### src/rtl/input_conditioner.sv
`timescale 1ns/1ps
`default_nettype none
// ============================================================================
//  Module   : input_conditioner
//  Purpose  : Front-end conditioning for the control FSM's two user inputs
//             (I and S). Each raw asynchronous line is brought into the clock
//             domain through a two-flop synchronizer. A stability counter then
//             debounces it. Each channel drives a clean level and a
//             single-cycle pulse on every accepted 0->1 transition.
//  Ports    : inputClk      - system clock, rising edge
//             inputReset    - asynchronous, active-high reset
//             inputRawI/S   - raw lines, asynchronous to inputClk
//             outputI/S     - debounced levels (feed the FSM's inputI/inputS)
//             outputIPulse  - one-cycle pulse on each accepted 0->1 of I
//             outputSPulse  - one-cycle pulse on each accepted 0->1 of S
//  Params   : DEBOUNCE_CYCLES - consecutive synchronized cycles a new level
//                               must persist before it is accepted (>= 1)
//             CNT_W           - counter width, derived; do not override
//  Revision : 1.0 - initial release
// ============================================================================
module input_conditioner #(
    parameter int DEBOUNCE_CYCLES = 16,
    parameter int CNT_W           = $clog2(DEBOUNCE_CYCLES + 1)
) (
    input  logic inputClk,
    input  logic inputReset,
    input  logic inputRawI,
    input  logic inputRawS,
    output logic outputI,
    output logic outputS,
    output logic outputIPulse,
    output logic outputSPulse
);

    // Terminal count: a mismatch seen while the counter already holds this
    // value is the DEBOUNCE_CYCLES-th consecutive one, so it is accepted.
    localparam logic [CNT_W-1:0] c_CNT_LAST = CNT_W'(DEBOUNCE_CYCLES - 1);
    localparam int               c_NCH      = 2;

    // Channel 0 is I, channel 1 is S.
    logic [c_NCH-1:0] w_raw;
    logic [c_NCH-1:0] w_deb;
    logic [c_NCH-1:0] w_pulse;

    assign w_raw = {inputRawS, inputRawI};

    genvar gi;
    generate
        for (gi = 0; gi < c_NCH; gi++) begin : g_ch
            logic             r_sync1;
            logic             r_sync2;
            logic             r_deb;
            logic             r_pulse;
            logic [CNT_W-1:0] r_cnt;

            always_ff @(posedge inputClk or posedge inputReset) begin
                if (inputReset) begin
                    r_sync1 <= 1'b0;
                    r_sync2 <= 1'b0;
                    r_deb   <= 1'b0;
                    r_pulse <= 1'b0;
                    r_cnt   <= '0;
                end else begin
                    r_sync1 <= w_raw[gi];
                    r_sync2 <= r_sync1;
                    r_pulse <= 1'b0;
                    if (r_sync2 == r_deb) begin
                        // Any agreement discards partial progress, so a
                        // bounce restarts qualification from zero.
                        r_cnt <= '0;
                    end else if (r_cnt == c_CNT_LAST) begin
                        r_deb   <= r_sync2;
                        r_cnt   <= '0;
                        // Only a rising acceptance produces a pulse.
                        r_pulse <= r_sync2;
                    end else begin
                        r_cnt <= r_cnt + 1'b1;
                    end
                end
            end

            assign w_deb[gi]   = r_deb;
            assign w_pulse[gi] = r_pulse;
        end
    endgenerate

    // Outputs come straight from flops; no combinational input-to-output path.
    assign outputI      = w_deb[0];
    assign outputS      = w_deb[1];
    assign outputIPulse = w_pulse[0];
    assign outputSPulse = w_pulse[1];

endmodule
`default_nettype wire
### config.mk
export PLATFORM = sky130hd
export DESIGN_NAME = input_conditioner
export DESIGN_NICKNAME = d
export VERILOG_FILES = /design/src/rtl/input_conditioner.sv
export SDC_FILE = /design/constraint.sdc
export NUM_CORES = 1
export LEC_CHECK = 0
export ABC_CLOCK_PERIOD_IN_PS = 1900
export CAP_MARGIN = 20
export CORE_MARGIN = 5
export CORE_UTILIZATION = 40
export CTS_CLUSTER_SIZE = 8
export DETAILED_ROUTE_END_ITERATION = 12
export DONT_BUFFER_PORTS = 1
export GPL_ROUTABILITY_DRIVEN = 0
export HOLD_SLACK_MARGIN = 0.08
export PLACE_DENSITY = 0.59
export SYNTH_ARGS = -nofsm -noshare
export SYNTH_HDL_FRONTEND = slang
export SYNTH_SLANG_ARGS = --single-unit
### constraint.sdc
create_clock -name inputClk -period 1.9 [get_ports inputClk]
set_clock_uncertainty 0.2 [all_clocks]
set_input_delay 0.57 -clock inputClk [delete_from_list [all_inputs] [get_ports inputClk]]
set_output_delay 0.57 -clock inputClk [all_outputs]
set_load 0.01 [all_outputs]
# Word-level counts from Yosys, hierarchy flattened

Cells that the tools add are included.

Bits in registers: 18
Output and inout bits: 4

Add/subtract/negate cells: 2
Equality and inequality tests: 4
Multiplexer cells: 8
Bitwise gates (word level): 2
Reductions and logical operators: 2

Operators with widths:

| operator                                      | count |
|---|---|
| two-way mux 5 bit                             | 4 |
| adder 5 x 1 -> 5 bit, second input constant   | 2 |
| == test 5 x 4 -> 1 bit, second input constant | 2 |
| two-way mux 1 bit                             | 4 |
| AND reduction 2 bit                           | 2 |
| == test 1 bit                                 | 2 |
| NOT 1 bit                                     | 2 |

# Longest topological paths before layout

Gate-level depths: netlist (run 1).

Word-level depth: 3
Mapped depth: 4
Depth with buffers taken out: 4

# Worst setup path before layout (run 1)

No wires, ideal clock.

Path type: input -> register
Start point: input g_ch[0].r_cnt[0]
End point: register g_ch[0].r_deb (netlist: outputI)
Arrival time: 1.054 ns
Slack: 0.522 ns
Stages: 5
Cells stage by stage: dfrtp_1 > ha_1 > nand3_2 > nor2_1 > mux2_2

Word-level cells in the longest chain between the ends: 2

RTL lines:

| element                              | RTL line | RTL |
|---|---|---|
| start: declaration                   | 54       | `logic [CNT_W-1:0] r_cnt;` |
| == test 5 x 4 -> 1 bit               | 71       | `end else if (r_cnt == c_CNT_LAST) begin` |
| AND reduction 2 bit (no source line) | n/a      |  |
| end signal: assignment               | 72       | `r_deb <= r_sync2;` |
| end: declaration                     | 52       | `logic r_deb;` |

Every way passes these cells.
A chain may end at the register's enable or synchronous reset.

# Worst setup path after layout (run 1)

Start point: input outputS
End point: output outputS

RTL lines:

| element            | RTL line | RTL |
|---|---|---|
| start: declaration | 30       | `output logic outputS,` |

No word-level cell between the ends.

==> flow_metrics.py, run 1 <==
metrics = {
    "sta": {
        "final-setup-viol-count": 0,
        "worst_pin_slew_ns": 0.2319,
        "tns_ns": 0,
        "report.final.slew_viol_count": 0,
        "rsz0062_at_grt": "false",
        "hold_viol": 0,
        "period_needed_ns": 1.510,
        "fmax_mhz": 662.0,
        "maxSlewHeadroom": 0.8432,
        "holdWs_ns": 0.1095,
        "finalCritPeriodShare": 0.7950,
    },
    "floorplan": {
        "die_w_um": 51.06,
        "die_h_um": 51.06,
        "core.rowCount": 14,
        "io_pins": 8,
        "fp.dieArea_um2": 2607,
        "initial_core_util": 0.4326,
        "core_um2": 1559,
    },
    "clocking": {
        "cts_tree": "built",
        "post_cts_buffers": 0,
        "h-tree-depth": 1,
        "cts_sinks": 18,
        "path_clk_slew_ns": 0.09,
        "ctsHoldBuffers": 1,
        "clockRootBuffer": "clkbuf_4",
        "numCtsBuffers": 3,
        "clock_latency_ns": 0.28,
        "cts.repair.resized": 0,
        "cts_buffer_depth": 2,
    },
    "cells_and_area": {
        "final_util": 0.4711,
        "diodes": 0,
        "nFillCells": 121,
        "final_area_um2": 734.5,
        "area_delta_synth_final_pct": 8.905,
        "drive_gt1_frac": 0.1429,
        "fin_nets": 64,
    },
    "setup_path": {
        "worst_setup_path_start_kind": "flop",
        "cp.depth": 0,
        "arrival_ns": 0.74,
        "r2r_slack_ns": 0.43,
        "critPathKind": "reg -> out",
        "reg2reg_depth": 4,
        "crit_path_end_kind": "primary output",
        "required_ns": 1.13,
        "cp_max_fo": 4,
    },
    "logic_synthesis": {
        "synth_cell_types": 12,
        "synth_top_area_share": 0.6679,
        "async_reset_ff_frac": 1.000,
        "synth_area_um2": 674.4,
        "synth.top_cells.by_count": "18 x dfrtp_1, 8 x nor2_1, 6 x xor2_1, 3 x inv_1",
        "yosys_warnings": 0,
        "ys_seq_area_frac": 0.6679,
        "postSynthCellCount": 51,
        "syn-num-nets": 57,
        "ys_ff_latch": 18,
        "synthMostInstantiatedCell": "dfrtp_1",
        "synthTopCellsByArea": "dfrtp_1 67%, xor2_1 7.8%, nor2_1 4.5%, ha_1 3.7%, mux2_2 3.3%",
        "syn_area_per_cell_um2": 13.22,
        "synth_top_area_cell": "dfrtp_1",
        "synth-edff-count": 0,
        "ys.flop_type": "dfrtp_1",
    },
    "drt": {
        "vias_per_cell": 4.917,
        "drt_iter0_drc": 9,
        "num_vias": 354,
        "dr.pass1.iters": 4,
        "wire_per_inst_um": 11.78,
        "drt-total-wl_um": 848,
        "drc": 0,
        "ant_nets": 0,
    },
    "worst_hold_path": {
        "min_path_type": "in -> reg",
        "hold_depth": 0,
    },
    "grt": {
        "grt_pass1_wl_um": 1621,
        "antenna_found_initial": 0,
        "grt_pass1_vias": 375,
        "grtUsageTotal": 0.08457,
        "grt_overflow": 0,
        "grt_max_degree": 19,
    },
    "placed_design": {
        "port-buffer-count": 0,
        "hpwl_um": 648.2,
        "postPlaceCellArea_um2": 701.9,
    },
    "power_and_ir_drop": {
        "p_total_mw": 0.6163,
        "peakVddDrop_mv": 0.4623,
        "power_leakage_nw": 0.3845,
        "powerDensity_nw_per_um2": 839.1,
    },
    "flow_run": {
        "maxCapViolCount": 0,
    },
    "run_status": {
        "outcome": "finished clean",
    },
}
## stage by stage
stage	setup slack, ns	instances
after floorplan	0.5217	51
after global placement	0.4526	68
final	0.3895	72
after global routing	0.3221	72
after CTS	0.3805	72
after detailed placement	0.4339	68
## registers in the layout (all words and copies together), names as in the netlist
signal and count:
outputIPulse 1, g_ch.r_sync2 2, outputI 1, g_ch.r_cnt 10
g_ch.r_sync1 2, outputSPulse 1, outputS 1
## logic make-up after synthesis
kind of cell    after synthesis  share of synthesized area
simple gates                 18                     0.1521
compound gates                2                    0.01484
fa+ha+maj                     2                    0.03710
buf+inv                       3                    0.01670
xor+xnor                      6                    0.07792
flops                        18                     0.6679
mux                           2                    0.03339
## power by group
part	switching, mW	internal [mW]	leakage, nW
clock network	0.102	0.0734	0.0138
registers	0.0100	0.397	0.237
logic	0.0191	0.0143	0.134
total	0.131	0.485	0.384
## area by class of cell
| class | instances | area [µm²] | share of cell area |
|---|---|---|---|
| inverter | 3 | 11.26 | 0.01533 |
| tap | 16 | 20.02 | 0.02726 |
| clock buffer | 3 | 22.52 | 0.03066 |
| sequential | 18 | 450.4 | 0.6133 |
| multi-input combinational | 30 | 212.7 | 0.2896 |
| timing repair buffer | 2 | 17.52 | 0.02385 |
## layout by cell type, fill, tap and decap left out
master / instances
buf_4: 1
nand3_2: 2
nor4b_1: 2
nand3_1: 2
inv_1: 3
ha_1: 2
o21ai_1: 2
mux2_2: 2
and3_1: 2
and2_1: 2
dfrtp_1: 18
clkbuf_4: 3
dlygate4sd3_1: 1
xor2_1: 6
nor2_1: 8
## final timing paths
check,to,startpoint
min in group asynchronous,g_ch[1].r_sync1$_DFF_PP0_,inputReset
setup / recovery,outputS,outputS$_DFFE_PP0P_
hold / removal,g_ch[1].r_sync1$_DFF_PP0_,inputRawS
hold reg to reg,g_ch[0].r_sync2$_DFF_PP0_,g_ch[0].r_sync1$_DFF_PP0_
max in group asynchronous,g_ch[0].r_cnt[1]$_DFF_PP0_,inputReset
setup reg to reg,outputI$_DFFE_PP0P_,g_ch[0].r_cnt[0]$_DFF_PP0_
## per-layer routing
metal / share of wire / wire, µm / GRT usage / vias to the layer above
li1: - / - / - / 177
met1: 0.50 / 423 / 0.1095 / 169
met2: 0.44 / 377 / 0.1223 / 6
met3: 0.037 / 31 / 0.02616 / 2
met4: 0.018 / 15 / 0.05381 / 0
met5: 0 / 0 / 0 / -
Power figures use the tool's default switching activity.
==> run 2: changes to the inputs <==
--- a/config.mk
+++ b/config.mk
@@ -5,7 +5,7 @@
 export SDC_FILE = /design/constraint.sdc
 export NUM_CORES = 1
 export LEC_CHECK = 0
-export ABC_CLOCK_PERIOD_IN_PS = 1900
+export ABC_CLOCK_PERIOD_IN_PS = 1300
 export CAP_MARGIN = 20
 export CORE_MARGIN = 5
 export CORE_UTILIZATION = 40
@@ -14,7 +14,7 @@
 export DONT_BUFFER_PORTS = 1
 export GPL_ROUTABILITY_DRIVEN = 0
 export HOLD_SLACK_MARGIN = 0.08
-export PLACE_DENSITY = 0.59
+export PLACE_DENSITY = 0.61
 export SYNTH_ARGS = -nofsm -noshare
 export SYNTH_HDL_FRONTEND = slang
 export SYNTH_SLANG_ARGS = --single-unit
==> constraint.sdc (replaced) <==
create_clock -name inputClk -period 1.3 [get_ports inputClk]
set_clock_uncertainty 0.2 [all_clocks]
set_input_delay 0.39 -clock inputClk [delete_from_list [all_inputs] [get_ports inputClk]]
set_output_delay 0.39 -clock inputClk [all_outputs]
set_load 0.01 [all_outputs]
==> run 2 against run 1 <==
  * Sequential share of layout area fell by 17 points
  * Largest power group unchanged
  * Critical endpoint is now outputI$_DFFE_PP0P_
  * First-iteration DRC count fell by 44%
  * Die area did not move
  * Flip-flop and latch count did not move
  * Combinational power rose to 2.8 times the previous value
  * The flow now finishes with violations (setup timing)
  * Global-route usage rose by 2.8 points
  * Clock power rose by 91%
  * Critical path depth rose by 4
  * Non-clock buffer count rose by 17
  * Cell count rose by 25%
==> flow_metrics.py, run 2 (same netlist as run 1, synthesis figures left out) <==
metrics = {
    "clocking": {
        "h-tree-depth": 1,
        "cts_tree": "built",
        "path_clk_slew_ns": 0.10,
        "numCtsBuffers": 3,
        "clockRootBuffer": "clkbuf_4",
        "cts_sinks": 18,
        "cts_buffer_depth": 2,
        "clock_latency_ns": 0.29,
    },
    "sta": {
        "report.final.slew_viol_count": 0,
        "period_needed_ns": 1.439,
        "finalCritPeriodShare": 1.107,
        "holdWs_ns": 0.1587,
        "tns_ns": -0.6392,
        "finalWorstSetupSlack_ns": -0.1392,
        "worst_pin_slew_ns": 0.2740,
        "maxSlewHeadroom": 0.8173,
        "fmax_mhz": 694.8,
        "hold_viol": 0,
        "final-setup-viol-count": 11,
        "rsz0062_at_grt": "true",
    },
    "drt": {
        "drc": 0,
        "drt_iter0_drc": 5,
        "num_vias": 444,
        "dr.pass1.iters": 3,
        "wire_per_inst_um": 13.41,
        "ant_nets": 0,
        "vias_per_cell": 4.933,
        "drt-total-wl_um": 1207,
    },
    "setup_path": {
        "crit_path_end_kind": "flop",
        "arrival_ns": 1.42,
        "required_ns": 1.28,
        "worst_setup_path_start_kind": "flop",
        "cp_max_fo": 2,
        "critPathKind": "reg -> reg",
    },
    "floorplan": {
        "fp.dieArea_um2": 2607,
        "die_h_um": 51.06,
        "die_w_um": 51.06,
        "core.rowCount": 14,
        "initial_core_util": 0.4326,
        "io_pins": 8,
        "core_um2": 1559,
    },
    "run_status": {
        "outcome": "finished, violations left",
        "failed_checks": "setup timing",
    },
    "grt": {
        "grt_max_degree": 19,
        "grt_pass1_vias": 449,
        "grt_overflow": 0,
        "grt_pass1_wl_um": 2104,
        "grtUsageTotal": 0.1128,
        "antenna_found_initial": 0,
    },
    "cells_and_area": {
        "area_delta_synth_final_pct": 49.54,
        "diodes": 0,
        "fin_nets": 81,
        "largest_reg_flops": 10,
        "reg_top3": "g_ch.r_cnt x10, g_ch.r_sync1 x2, g_ch.r_sync2 x2",
        "final_cell_mix": "18 x dfrtp_1, 11 x buf_4, 6 x nor2_1",
        "final_common_cell": "dfrtp_1",
        "drive_gt1_frac": 0.4865,
        "regMostFlops": "g_ch.r_cnt",
    },
    "power_and_ir_drop": {
        "peakVddDrop_mv": 0.7866,
        "power_leakage_nw": 0.4845,
        "powerDensity_nw_per_um2": 1020,
    },
    "flow_run": {
        "maxCapViolCount": 0,
    },
    "placed_design": {
        "port-buffer-count": 0,
        "post-place-ws_ns": -0.1065,
        "hpwl_um": 702.8,
    },
    "worst_hold_path": {
        "min_path_type": "reg -> reg",
    },
}
-- run 2: final cells by class --
| class | count | area [µm²] |
|---|---|---|
| Clock buffer | 4 | 36.28 |
| Fill cell | 108 | 550.5 |
| Inverter | 3 | 11.26 |
| Multi-Input combinational cell | 30 | 321.6 |
| Sequential cell | 18 | 450.4 |
| Tap cell | 16 | 20.02 |
| Timing Repair Buffer | 19 | 168.9 |
-- run 2: repair_timing --
action	4_1_cts	5_1_grt
setup buffers	2	4
pin swaps	7	6
hold buffers	3	0
setup endpoints to repair	13	18
hold endpoints to repair	20	0
resized for setup	10	13
-- run 2: per-layer routing --
| metal | global-route usage | vias up | share of wire |
|---|---|---|---|
| met1 | 0.1429 | 221 | 0.43 |
| li1 | - | 212 | - |
| met4 | 0.04036 | 0 | 0.011 |
| met5 | 0 | - | 0 |
| met2 | 0.1674 | 9 | 0.51 |
| met3 | 0.05523 | 2 | 0.049 |
-- run 2: final timing paths --
| check | startpoint | end | slack (ns) | cells past startpoint |
|---|---|---|---|---|
| min | g_ch[0].r_sync1$_DFF_PP0_ | g_ch[0].r_sync2$_DFF_PP0_ | 0.16 | 0 |
| min in group asynchronous | inputReset | g_ch[1].r_cnt[4]$_DFF_PP0_ | 0.35 | 3 |
| max reg2reg | g_ch[0].r_cnt[0]$_DFF_PP0_ | outputI$_DFFE_PP0P_ | -0.14 | 4 |
| min reg2reg | g_ch[0].r_sync1$_DFF_PP0_ | g_ch[0].r_sync2$_DFF_PP0_ | 0.16 | 0 |
| max | g_ch[0].r_cnt[0]$_DFF_PP0_ | outputI$_DFFE_PP0P_ | -0.14 | 4 |
| max in group asynchronous | inputReset | g_ch[0].r_cnt[4]$_DFF_PP0_ | 0.36 | 3 |
-- run 2: metrics by stage --
stage               utilization  cell area (µm²)  total power, mW  std cells
floorplan                     -            679.4           0.6425         51
global placement         0.4968            774.5           0.6675         77
detailed placement       0.4968            774.5           0.6701         77
CTS                      0.5819            907.1            1.024         86
global route             0.6469             1008            1.092         90
finish                   0.6469             1008            1.029         90
-- run 2: critical path, stage by stage, from the launching register on --
cell and delay, ns:
dfrtp_1 0.37, ha_2 0.19, nand3_2 0.11, nor2_2 0.15
mux2_4 0.31
-- run 2: power breakdown --
group / total [mW] / leakage [nW] / internal, mW / switching, mW
sequential: 0.600 / 0.237 / 0.581 / 0.0188
clock: 0.335 / 0.0210 / 0.171 / 0.164
combinational: 0.0940 / 0.226 / 0.0547 / 0.0392
total: 1.03 / 0.484 / 0.806 / 0.222
